$ cat src/rtl/sound_sequencer.sv
// Sound sequencer: queues game sound events by priority and drives a
// square-wave tone generator with timed notes and the three-note goal jingle.
//
// Ports:
//   clk          system clock
//   rst          asynchronous active-high reset
//   hit          one-cycle strobe: ball hit paddle
//   wall         one-cycle strobe: ball hit wall
//   goal         one-cycle strobe: goal scored
//   tone_en      tone generator enable (1 = sounding)
//   half_period  half-period in clk cycles for the tone generator
//   note_start   one-cycle pulse at each note start (generator phase restart)
//   busy         high while a note or its trailing gap is in progress
//   active_evt   event being played: 0 none, 1 hit, 2 wall, 3 goal
module sound_sequencer #(
  parameter logic [16:0] HIT_HALF    = 17'd51546,
  parameter logic [16:0] WALL_HALF   = 17'd102459,
  parameter logic [16:0] GOAL_HALF   = 17'd25641,
  parameter logic [23:0] NOTE_CYCLES = 24'd8388608,
  parameter logic [23:0] GAP_CYCLES  = 24'd1048576
) (
  input  logic        clk,
  input  logic        rst,
  input  logic        hit,
  input  logic        wall,
  input  logic        goal,
  output logic        tone_en,
  output logic [16:0] half_period,
  output logic        note_start,
  output logic        busy,
  output logic [1:0]  active_evt
);

  localparam int unsigned HALF_W = 17;
  localparam int unsigned CNT_W  = 24;
  localparam int unsigned IDX_W  = 2;
  localparam int unsigned EVT_W  = 2;

  localparam logic [EVT_W-1:0] EVT_NONE = EVT_W'(0);
  localparam logic [EVT_W-1:0] EVT_HIT  = EVT_W'(1);
  localparam logic [EVT_W-1:0] EVT_WALL = EVT_W'(2);
  localparam logic [EVT_W-1:0] EVT_GOAL = EVT_W'(3);

  // Last note index of the goal jingle (notes 0, 1, 2).
  localparam logic [IDX_W-1:0] GOAL_LAST_IDX = IDX_W'(2);

  typedef enum logic [1:0] {
    S_IDLE = 2'd0,
    S_PLAY = 2'd1,
    S_GAP  = 2'd2
  } state_e;

  state_e             state_q, state_d;
  logic [CNT_W-1:0]   cnt_q, cnt_d;
  logic [IDX_W-1:0]   idx_q, idx_d;
  logic [EVT_W-1:0]   evt_q, evt_d;
  logic               tone_q, tone_d;
  logic [HALF_W-1:0]  half_q, half_d;
  logic               ns_q, ns_d;
  logic               busy_q, busy_d;
  logic               pend_hit_q, pend_hit_d;
  logic               pend_wall_q, pend_wall_d;
  logic               pend_goal_q, pend_goal_d;

  logic               any_pend;
  logic [EVT_W-1:0]   sel_evt;
  logic               preempt;
  logic               start;
  logic [EVT_W-1:0]   start_evt;

  // Half-period of a given note of a given event.
  function automatic logic [HALF_W-1:0] note_half(input logic [EVT_W-1:0] evt,
                                                  input logic [IDX_W-1:0] idx);
    logic [HALF_W-1:0] h;
    h = '0;
    case (evt)
      EVT_HIT:  h = HIT_HALF;
      EVT_WALL: h = WALL_HALF;
      EVT_GOAL: h = (idx == IDX_W'(1)) ? HIT_HALF : GOAL_HALF;
      default:  h = '0;
    endcase
    return h;
  endfunction

  // Highest-priority pending request: goal > hit > wall.
  always_comb begin
    any_pend = pend_hit_q | pend_wall_q | pend_goal_q;
    sel_evt  = EVT_NONE;
    if (pend_goal_q)      sel_evt = EVT_GOAL;
    else if (pend_hit_q)  sel_evt = EVT_HIT;
    else if (pend_wall_q) sel_evt = EVT_WALL;
  end

  // A pending goal cuts short a hit or wall note (or its gap); goals are never cut.
  assign preempt = (state_q != S_IDLE) && pend_goal_q &&
                   ((evt_q == EVT_HIT) || (evt_q == EVT_WALL));

  // Next-state and registered-output logic.
  always_comb begin
    state_d   = state_q;
    cnt_d     = cnt_q;
    idx_d     = idx_q;
    evt_d     = evt_q;
    tone_d    = tone_q;
    half_d    = half_q;
    ns_d      = 1'b0;
    busy_d    = busy_q;
    start     = 1'b0;
    start_evt = sel_evt;

    case (state_q)
      S_IDLE: begin
        if (any_pend) start = 1'b1;
      end
      S_PLAY: begin
        if (preempt) begin
          start     = 1'b1;
          start_evt = EVT_GOAL;
        end else if (cnt_q == '0) begin
          state_d = S_GAP;
          tone_d  = 1'b0;
          cnt_d   = GAP_CYCLES - CNT_W'(1);
        end else begin
          cnt_d = cnt_q - CNT_W'(1);
        end
      end
      S_GAP: begin
        if (preempt) begin
          start     = 1'b1;
          start_evt = EVT_GOAL;
        end else if (cnt_q == '0) begin
          if ((evt_q == EVT_GOAL) && (idx_q < GOAL_LAST_IDX)) begin
            // Next note of the goal jingle.
            state_d = S_PLAY;
            idx_d   = idx_q + IDX_W'(1);
            tone_d  = 1'b1;
            ns_d    = 1'b1;
            half_d  = note_half(EVT_GOAL, idx_q + IDX_W'(1));
            cnt_d   = NOTE_CYCLES - CNT_W'(1);
          end else if (any_pend) begin
            start = 1'b1;
          end else begin
            state_d = S_IDLE;
            evt_d   = EVT_NONE;
            busy_d  = 1'b0;
            half_d  = '0;
            idx_d   = '0;
          end
        end else begin
          cnt_d = cnt_q - CNT_W'(1);
        end
      end
      default: begin
        state_d = S_IDLE;
      end
    endcase

    if (start) begin
      state_d = S_PLAY;
      evt_d   = start_evt;
      idx_d   = '0;
      tone_d  = 1'b1;
      ns_d    = 1'b1;
      busy_d  = 1'b1;
      half_d  = note_half(start_evt, IDX_W'(0));
      cnt_d   = NOTE_CYCLES - CNT_W'(1);
    end

    // A strobe on the start edge wins over the clear, so that event replays once.
    pend_hit_d  = (pend_hit_q  & ~(start && (start_evt == EVT_HIT)))  | hit;
    pend_wall_d = (pend_wall_q & ~(start && (start_evt == EVT_WALL))) | wall;
    pend_goal_d = (pend_goal_q & ~(start && (start_evt == EVT_GOAL))) | goal;
  end

  // State and output registers.
  always_ff @(posedge clk or posedge rst) begin
    if (rst) begin
      state_q     <= S_IDLE;
      cnt_q       <= '0;
      idx_q       <= '0;
      evt_q       <= EVT_NONE;
      tone_q      <= 1'b0;
      half_q      <= '0;
      ns_q        <= 1'b0;
      busy_q      <= 1'b0;
      pend_hit_q  <= 1'b0;
      pend_wall_q <= 1'b0;
      pend_goal_q <= 1'b0;
    end else begin
      state_q     <= state_d;
      cnt_q       <= cnt_d;
      idx_q       <= idx_d;
      evt_q       <= evt_d;
      tone_q      <= tone_d;
      half_q      <= half_d;
      ns_q        <= ns_d;
      busy_q      <= busy_d;
      pend_hit_q  <= pend_hit_d;
      pend_wall_q <= pend_wall_d;
      pend_goal_q <= pend_goal_d;
    end
  end

  assign tone_en     = tone_q;
  assign half_period = half_q;
  assign note_start  = ns_q;
  assign busy        = busy_q;
  assign active_evt  = evt_q;

endmodule

$ cat config.mk
export PLATFORM = sky130hd
export DESIGN_NAME = sound_sequencer
export DESIGN_NICKNAME = d
export VERILOG_FILES = /design/src/rtl/sound_sequencer.sv
export SDC_FILE = /design/constraint.sdc
export NUM_CORES = 1
export LEC_CHECK = 0
export CORE_ASPECT_RATIO = 2
export CORE_MARGIN = 10
export CORE_UTILIZATION = 52
export CTS_CLUSTER_SIZE = 40
export DETAILED_ROUTE_END_ITERATION = 8
export GPL_TIMING_DRIVEN = 0
export PLACE_DENSITY = 0.77
export REMOVE_ABC_BUFFERS = 1
export SLEW_MARGIN = 20
export SYNTH_ARGS = -nofsm -noshare
export SYNTH_HDL_FRONTEND = slang
export SYNTH_SLANG_ARGS = --single-unit
$ cat constraint.sdc
create_clock -name clk -period 2.4 [get_ports clk]
set_input_delay 0.36 -clock clk [delete_from_list [all_inputs] [get_ports clk]]
set_output_delay 0.36 -clock clk [all_outputs]
set_load 0.05 [all_outputs]
==> results of run 1 <==
[what timing repair did]
item,CTS,global route
endpoints found under the setup margin,43,40
resized for setup,22,27
setup buffers,3,17
hold endpoints to repair,0,0
pin swaps,3,9
cloned,0,1
[cell usage after synthesis, types with 5 or more instances]
master,instances,area share [%]
o21ai_1,11,2.0
ha_1,13,6.0
o21ai_0,10,1.9
nand3_1,12,2.2
or3_1,5,1.2
nand2_1,33,4.6
nor3_1,10,1.9
nor2_1,15,2.1
buf_4,11,3.1
inv_1,15,2.1
a21o_1,5,1.4
xnor2_1,7,2.3
a31oi_1,5,1.2
dfrtp_1,43,40
a21oi_1,10,1.9
[placed cells by master, fill, tap and decap left out, types with 4 or more instances in the layout]
cell type | Yosys | final
nor2_1 | 15 | 14
a21oi_1 | 10 | 10
nor3_4 | 0 | 4
nand4_1 | 4 | 4
o21a_1 | 4 | 4
xnor2_1 | 7 | 7
clkbuf_8 | 0 | 5
nand3_1 | 12 | 12
ha_1 | 13 | 10
nor4_4 | 0 | 4
o21ai_0 | 10 | 10
buf_4 | 11 | 20
or3_1 | 5 | 4
inv_1 | 15 | 13
o21ai_1 | 11 | 10
nor3_1 | 10 | 8
a21o_1 | 5 | 5
nand2_1 | 33 | 33
o211ai_1 | 4 | 4
dfrtp_1 | 43 | 40
clkdlybuf4s50_1 | 0 | 23
[kinds of logic (layout without fill, tap and decap cells)]
logic type / Yosys count / in the layout
AO/OA/AOI/OAI: 67 / 67
XOR/XNOR: 8 / 8
adder cells (fa/ha/maj): 13 / 13
buffers and inverters: 32 / 67
flip-flops: 43 / 43
multiplexers: 4 / 4
other: 1 / 3
AND/OR/NAND/NOR: 121 / 122
[worst reg2reg max path, cell delays in order, from the launching register on]
cell and delay (ps):
dfrtp_1 430, or4_4 610, nor3_4 220, a31oi_4 140
nor2_1 480, and4_1 280, o21ai_1 60
[metal layers]
metal	GRT usage, %	routed length [um]	up-vias
li1	-	-	1118
met2	29.9	4090	78
met1	14.2	2350	1162
met5	0	0	-
met4	12.5	431	0
met3	3.34	267	32
[through the flow]
step	utilization, %	cell area, um^2	std cells
after floorplan	-	2590	274
after global placement	56.7	2890	355
after detailed placement	57.3	2920	356
after CTS	61.5	3130	367
after global routing	66.8	3400	385
final	66.8	3400	385
[registers in the layout (all words and copies together) (netlist names)]
| name | cells |
|---|---|
| cnt_q | 24 |
| half_period | 7 |
| active_evt | 2 |
| idx_q | 2 |
| state_q | 2 |
| busy | 1 |
| note_start | 1 |
| pend_goal_q | 1 |
| pend_hit_q | 1 |
| pend_wall_q | 1 |
| tone_en | 1 |
[final timing paths]
check / startpoint / to / slack (ps)
worst min-delay path: rst / cnt_q[1] / 390
max in group asynchronous: rst / cnt_q[16] / 1510
min in group clk: idx_q[0] / idx_q[0] / 480
worst max-delay path: cnt_q[19] / cnt_q[10] / 50
worst max register to register: cnt_q[19] / cnt_q[10] / 50
worst min register to register: idx_q[0] / idx_q[0] / 480
[layout make-up]
cell class	count	area, um^2	share of cell area (%)
Clock buffer	5	68.8	2.02
Clock inverter	3	15.0	0.441
Multi-Input combinational cell	217	1700	50.0
Inverter	15	56.3	1.65
Timing Repair Buffer	44	408	12.0
Tap cell	58	72.6	2.13
Sequential cell	43	1080	31.7
[power by group through the flow]
stage               Clock, mW  Sequential [mW]  Combinational (mW)
floorplan                   0             1.41                1.11
global placement            0             1.02                2.09
detailed placement          0             1.03                2.15
CTS                     0.469             1.01                2.35
global route            0.486             1.05                2.95
finish                  0.462             1.02                2.74
==> impl_metrics.env, run 1 <==
export IMPL_status="completed"
export IMPL_grt_first_pass_wirelength_um=11400
export IMPL_path_buf_inv=0
export IMPL_startpoint_type="flip-flop"
export IMPL_rows=37
export IMPL_cts_buffer_depth=2
export IMPL_synth_top_family_by_area="simple AND/OR/NAND/NOR gates"
export IMPL_rsz0062_at_grt="true"
export IMPL_grt_total_usage_pct=16.0
export IMPL_syn_cell_area_um2=2700
export IMPL_clk_pin_slew_ps=80
export IMPL_core_um2=5090
export IMPL_p_per_area_nw_per_um2=1240
export IMPL_period_needed_ps=2350
export IMPL_ys_flop_type="dfrtp_1"
export IMPL_skew_ps=7.13
export IMPL_p_leak_nw=1.35
export IMPL_synth_simple_gate_area_share_pct=26.8
export IMPL_fmax_mhz=425
export IMPL_synth_distinct_cells=60
export IMPL_yosys_warnings=0
export IMPL_slowest_delay_ps=610
export IMPL_clockRootBuffer="clkbuf_8"
export IMPL_final_nets=344
export IMPL_grt_max_degree=25
export IMPL_synth_xor_area_share_pct=2.59
export IMPL_wl_per_cell_um=18.5
export IMPL_hpwl_um=5140
export IMPL_muxShareOfSynthArea_pct=1.67
export IMPL_r2r_cells=6
export IMPL_cts_buffers=5
export IMPL_power_total_mw=4.23
export IMPL_cts_sinks=43
export IMPL_tns_ps=0
export IMPL_p_clk_share_pct=10.9
export IMPL_clk_insertion_delay_late_ps=310
export IMPL_syn_avg_cell_area_um2=9.35
export IMPL_yosys_area_share_adder_pct=6.02
export IMPL_first_global_vias=2459
export IMPL_initial_core_util_pct=53.0
export IMPL_vias_per_cell=6.21
export IMPL_io_pins=27
export IMPL_wl_um=7140
export IMPL_path_cells="or4_4, nor3_4, a31oi_4, nor2_1, and4_1, o21ai_1"
export IMPL_die_width_um=71.0
export IMPL_cp_data_arrival_time_ps=2530
export IMPL_slowest_stage="or4_4"
export IMPL_area_growth_pct=26.0
export IMPL_antenna_found_initial=0
export IMPL_cp_end_kind="flip-flop"
export IMPL_dieArea_um2=8650
export IMPL_synthArstFlopShare_pct=100
export IMPL_drv_slew=0
export IMPL_setup_slack_ps=47.9
export IMPL_drive_gt1_share_pct=23.5
export IMPL_synth_compound_area_share_pct=16.4
export IMPL_cp_top_family="simple AND/OR/NAND/NOR gates"
export IMPL_relSlewSlack_pct=41.9
export IMPL_ant_nets=0
export IMPL_ys_ff_latch=43
export IMPL_cts_hold_buf=0
export IMPL_min_period_over_period_pct=98.0
export IMPL_peakVddDrop_v=0.00113
export IMPL_synth_edf_count=0
export IMPL_maxCapViolCount=0
export IMPL_worstMarginPinSlew_ps=863
export IMPL_switching_share_pct=50.0
export IMPL_cp_required_ps=2580
export IMPL_cts_tree="yes"
export IMPL_dr_pass1_iters=4
export IMPL_drc=0
export IMPL_cp_depth=6
export IMPL_hold_path_class="in2async"
export IMPL_power_frac_seq_pct=24.2
export IMPL_place_ws_ps=-697
export IMPL_p_sw_mw=2.11
export IMPL_port_buffers=23
export IMPL_vias=2390
export IMPL_hold_ws_ps=391
export IMPL_gp_congestion=0.896
export IMPL_crit_path_max_fanout=7
export IMPL_ys_seq_area_share_pct=39.8
export IMPL_synth_cells=289
export IMPL_power_frac_comb_pct=64.9
export IMPL_hold_violations=0
export IMPL_fill_cells=405
export IMPL_n_antenna_cell=0
export IMPL_setup_violations_final=0
export IMPL_overflow=0
export IMPL_h_tree_depth=2
export IMPL_drt_iter0_markers=111
export IMPL_internal_power_mw=2.11
export IMPL_die_h_um=122
export IMPL_crit_type="reg2reg"
No activity file was read; power rests on OpenSTA's default activity.
==> inputs of run 2 (changes only) <==
--- a/config.mk
+++ b/config.mk
@@ -13,7 +13,9 @@
 export GPL_TIMING_DRIVEN = 0
 export PLACE_DENSITY = 0.77
 export REMOVE_ABC_BUFFERS = 1
+export SKIP_LAST_GASP = 1
 export SLEW_MARGIN = 20
 export SYNTH_ARGS = -nofsm -noshare
 export SYNTH_HDL_FRONTEND = slang
 export SYNTH_SLANG_ARGS = --single-unit
+export TNS_END_PERCENT = 50
==> run 2 against run 1 <==
The run now ends with setup timing left. Combinational power is 5% lower. Clock power hardly changed. Critical path depth stayed put. Non-clock buffer count is 9 lower. Sequential share of layout area is 1.0 points higher. Sequential power hardly changed. First-iteration DRC count is 4.5% higher. Via count is 2.3% lower. Worst setup slack worse by 89 ps. Critical path type unchanged. Largest cell class unchanged.
==> impl_metrics.env, run 2 (same netlist as run 1, synthesis figures left out) <==
export IMPL_skew_ps=7.63
export IMPL_peakVddDrop_v=0.00107
export IMPL_clockRootBuffer="clkbuf_8"
export IMPL_maxCapViolCount=0
export IMPL_final_nets=334
export IMPL_wl_per_cell_um=18.6
export IMPL_largest_reg_flops=24
export IMPL_r2r_cells=6
export IMPL_fill_cells=425
export IMPL_port_buffers=23
export IMPL_tns_ps=-40.6
export IMPL_core_um2=5090
export IMPL_crit_type="reg2reg"
export IMPL_hold_path_class="in2async"
export IMPL_rsz0062_at_grt="true"
export IMPL_r2r_start="cnt_q[16]"
export IMPL_rows=37
export IMPL_fmax_mhz=410
export IMPL_place_area_um2=2920
export IMPL_status="complete, but fails checks"
export IMPL_cp_end_kind="flip-flop"
export IMPL_cts_buffers=5
export IMPL_ant_nets=0
export IMPL_gp_congestion=0.896
export IMPL_cp_required_ps=2570
export IMPL_io_pins=27
export IMPL_p_per_area_nw_per_um2=1240
export IMPL_startpoint_type="flip-flop"
export IMPL_clk_pin_slew_ps=80
export IMPL_cts_buffer_depth=2
export IMPL_hold_violations=0
export IMPL_min_period_over_period_pct=102
export IMPL_place_ws_ps=-697
export IMPL_overflow=0
export IMPL_h_tree_depth=2
export IMPL_drc=0
export IMPL_dr_pass1_iters=4
export IMPL_largest_register="cnt_q"
export IMPL_initial_core_util_pct=53.0
export IMPL_worstMarginPinSlew_ps=713
export IMPL_p_leak_nw=1.28
export IMPL_dieArea_um2=8650
export IMPL_die_h_um=122
export IMPL_stdcell_area_um2=3290
export IMPL_critPathLaunch="cnt_q[16]"
export IMPL_r2r_end="cnt_q[8]"
export IMPL_drive_gt1_share_pct=19.6
export IMPL_first_global_vias=2446
export IMPL_area_growth_pct=21.9
export IMPL_r2r_slack_ps=-40
export IMPL_final_cell_mix="dfrtp_1 (41), nand2_1 (33), clkdlybuf4s50_1 (23)"
export IMPL_power_total_mw=4.08
export IMPL_relSlewSlack_pct=52.0
export IMPL_period_needed_ps=2440
export IMPL_n_antenna_cell=0
export IMPL_setup_violations_final=1
export IMPL_grt_total_usage_pct=15.9
export IMPL_drv_slew=0
export IMPL_cts_sinks=43
export IMPL_hold_ws_ps=402
export IMPL_antenna_found_initial=0
export IMPL_grt_first_pass_wirelength_um=11300
export IMPL_vias=2336
export IMPL_critical_path_endpoint="cnt_q[8]"
export IMPL_vias_per_cell=6.23
export IMPL_cp_data_arrival_time_ps=2610
export IMPL_drt_iter0_markers=116
export IMPL_hpwl_um=5140
export IMPL_clk_insertion_delay_late_ps=310
export IMPL_cts_tree="yes"
export IMPL_setup_slack_ps=-40.6
export IMPL_wl_um=6980
export IMPL_grt_max_degree=25
export IMPL_crit_path_max_fanout=12
export IMPL_layout_commonest_cell="dfrtp_1"
export IMPL_die_width_um=71.0
export IMPL_failed_checks="setup timing"
[run 2: through the flow]
step	util (%)	cells
after global placement	56.7	355
after floorplan	-	274
final	64.7	375
after CTS	61.3	367
after detailed placement	57.3	356
after global routing	64.7	375
[run 2: what timing repair did]
item / CTS / global route
endpoints found under the setup margin: 43 / 43
gates resized for setup: 20 / 20
pin swaps: 3 / 7
hold buffers: 0 / 0
buffers inserted: 3 / 8
[run 2: report_power, final]
part | total, mW | internal (mW) | switching, mW
registers | 1.02 | 0.876 | 0.147
logic | 2.60 | 0.959 | 1.64
clock network | 0.460 | 0.199 | 0.261
[run 2: how the worst min path moves through the flow]
stage | end | slack (ps) | depth (start not counted)
final | cnt_q[1] | 400 | 2
after global routing | cnt_q[1] | 430 | 2
after CTS | cnt_q[20] | 410 | 2
after detailed placement | idx_q[0] | 470 | 1
after global placement | idx_q[0] | 460 | 1
after floorplan | idx_q[0] | 440 | 1
[run 2: per-layer routing]
layer / share of wire, % / vias up / track usage (%)
met5: 0 / - / 0
met4: 6.6 / 0 / 12.4
met3: 3.1 / 39 / 3.34
met2: 56 / 77 / 29.7
met1: 34 / 1129 / 14.2
li1: - / 1091 / -
[run 2: final cells by class]
cell class              instances  area (um^2)  share of cell area (%)
clock buffers                   5         68.8                    2.09
clock inverters                 3         15.0                   0.456
inverters                      15         56.3                    1.71
multi-input cells             216         1660                    50.5
flip-flops and latches         43         1080                    32.8
well taps                      58         72.6                    2.20
repair buffers                 35          340                    10.3
[run 2: critical path, cell delays in order, from the launching register on]
cell	delay (ps)
dfrtp_2	460
or4_4	590
nor3_2	240
a31oi_2	160
or2_4	330
o41ai_1	370
o311ai_1	150
==> inputs of run 3 (changes only) <==
--- a/config.mk
+++ b/config.mk
@@ -14,7 +14,6 @@
 export PLACE_DENSITY = 0.77
 export REMOVE_ABC_BUFFERS = 1
 export SKIP_LAST_GASP = 1
-export SLEW_MARGIN = 20
 export SYNTH_ARGS = -nofsm -noshare
 export SYNTH_HDL_FRONTEND = slang
 export SYNTH_SLANG_ARGS = --single-unit
==> results of run 3 <==
The final DEF is identical to that of run 2; final timing and power are the same.
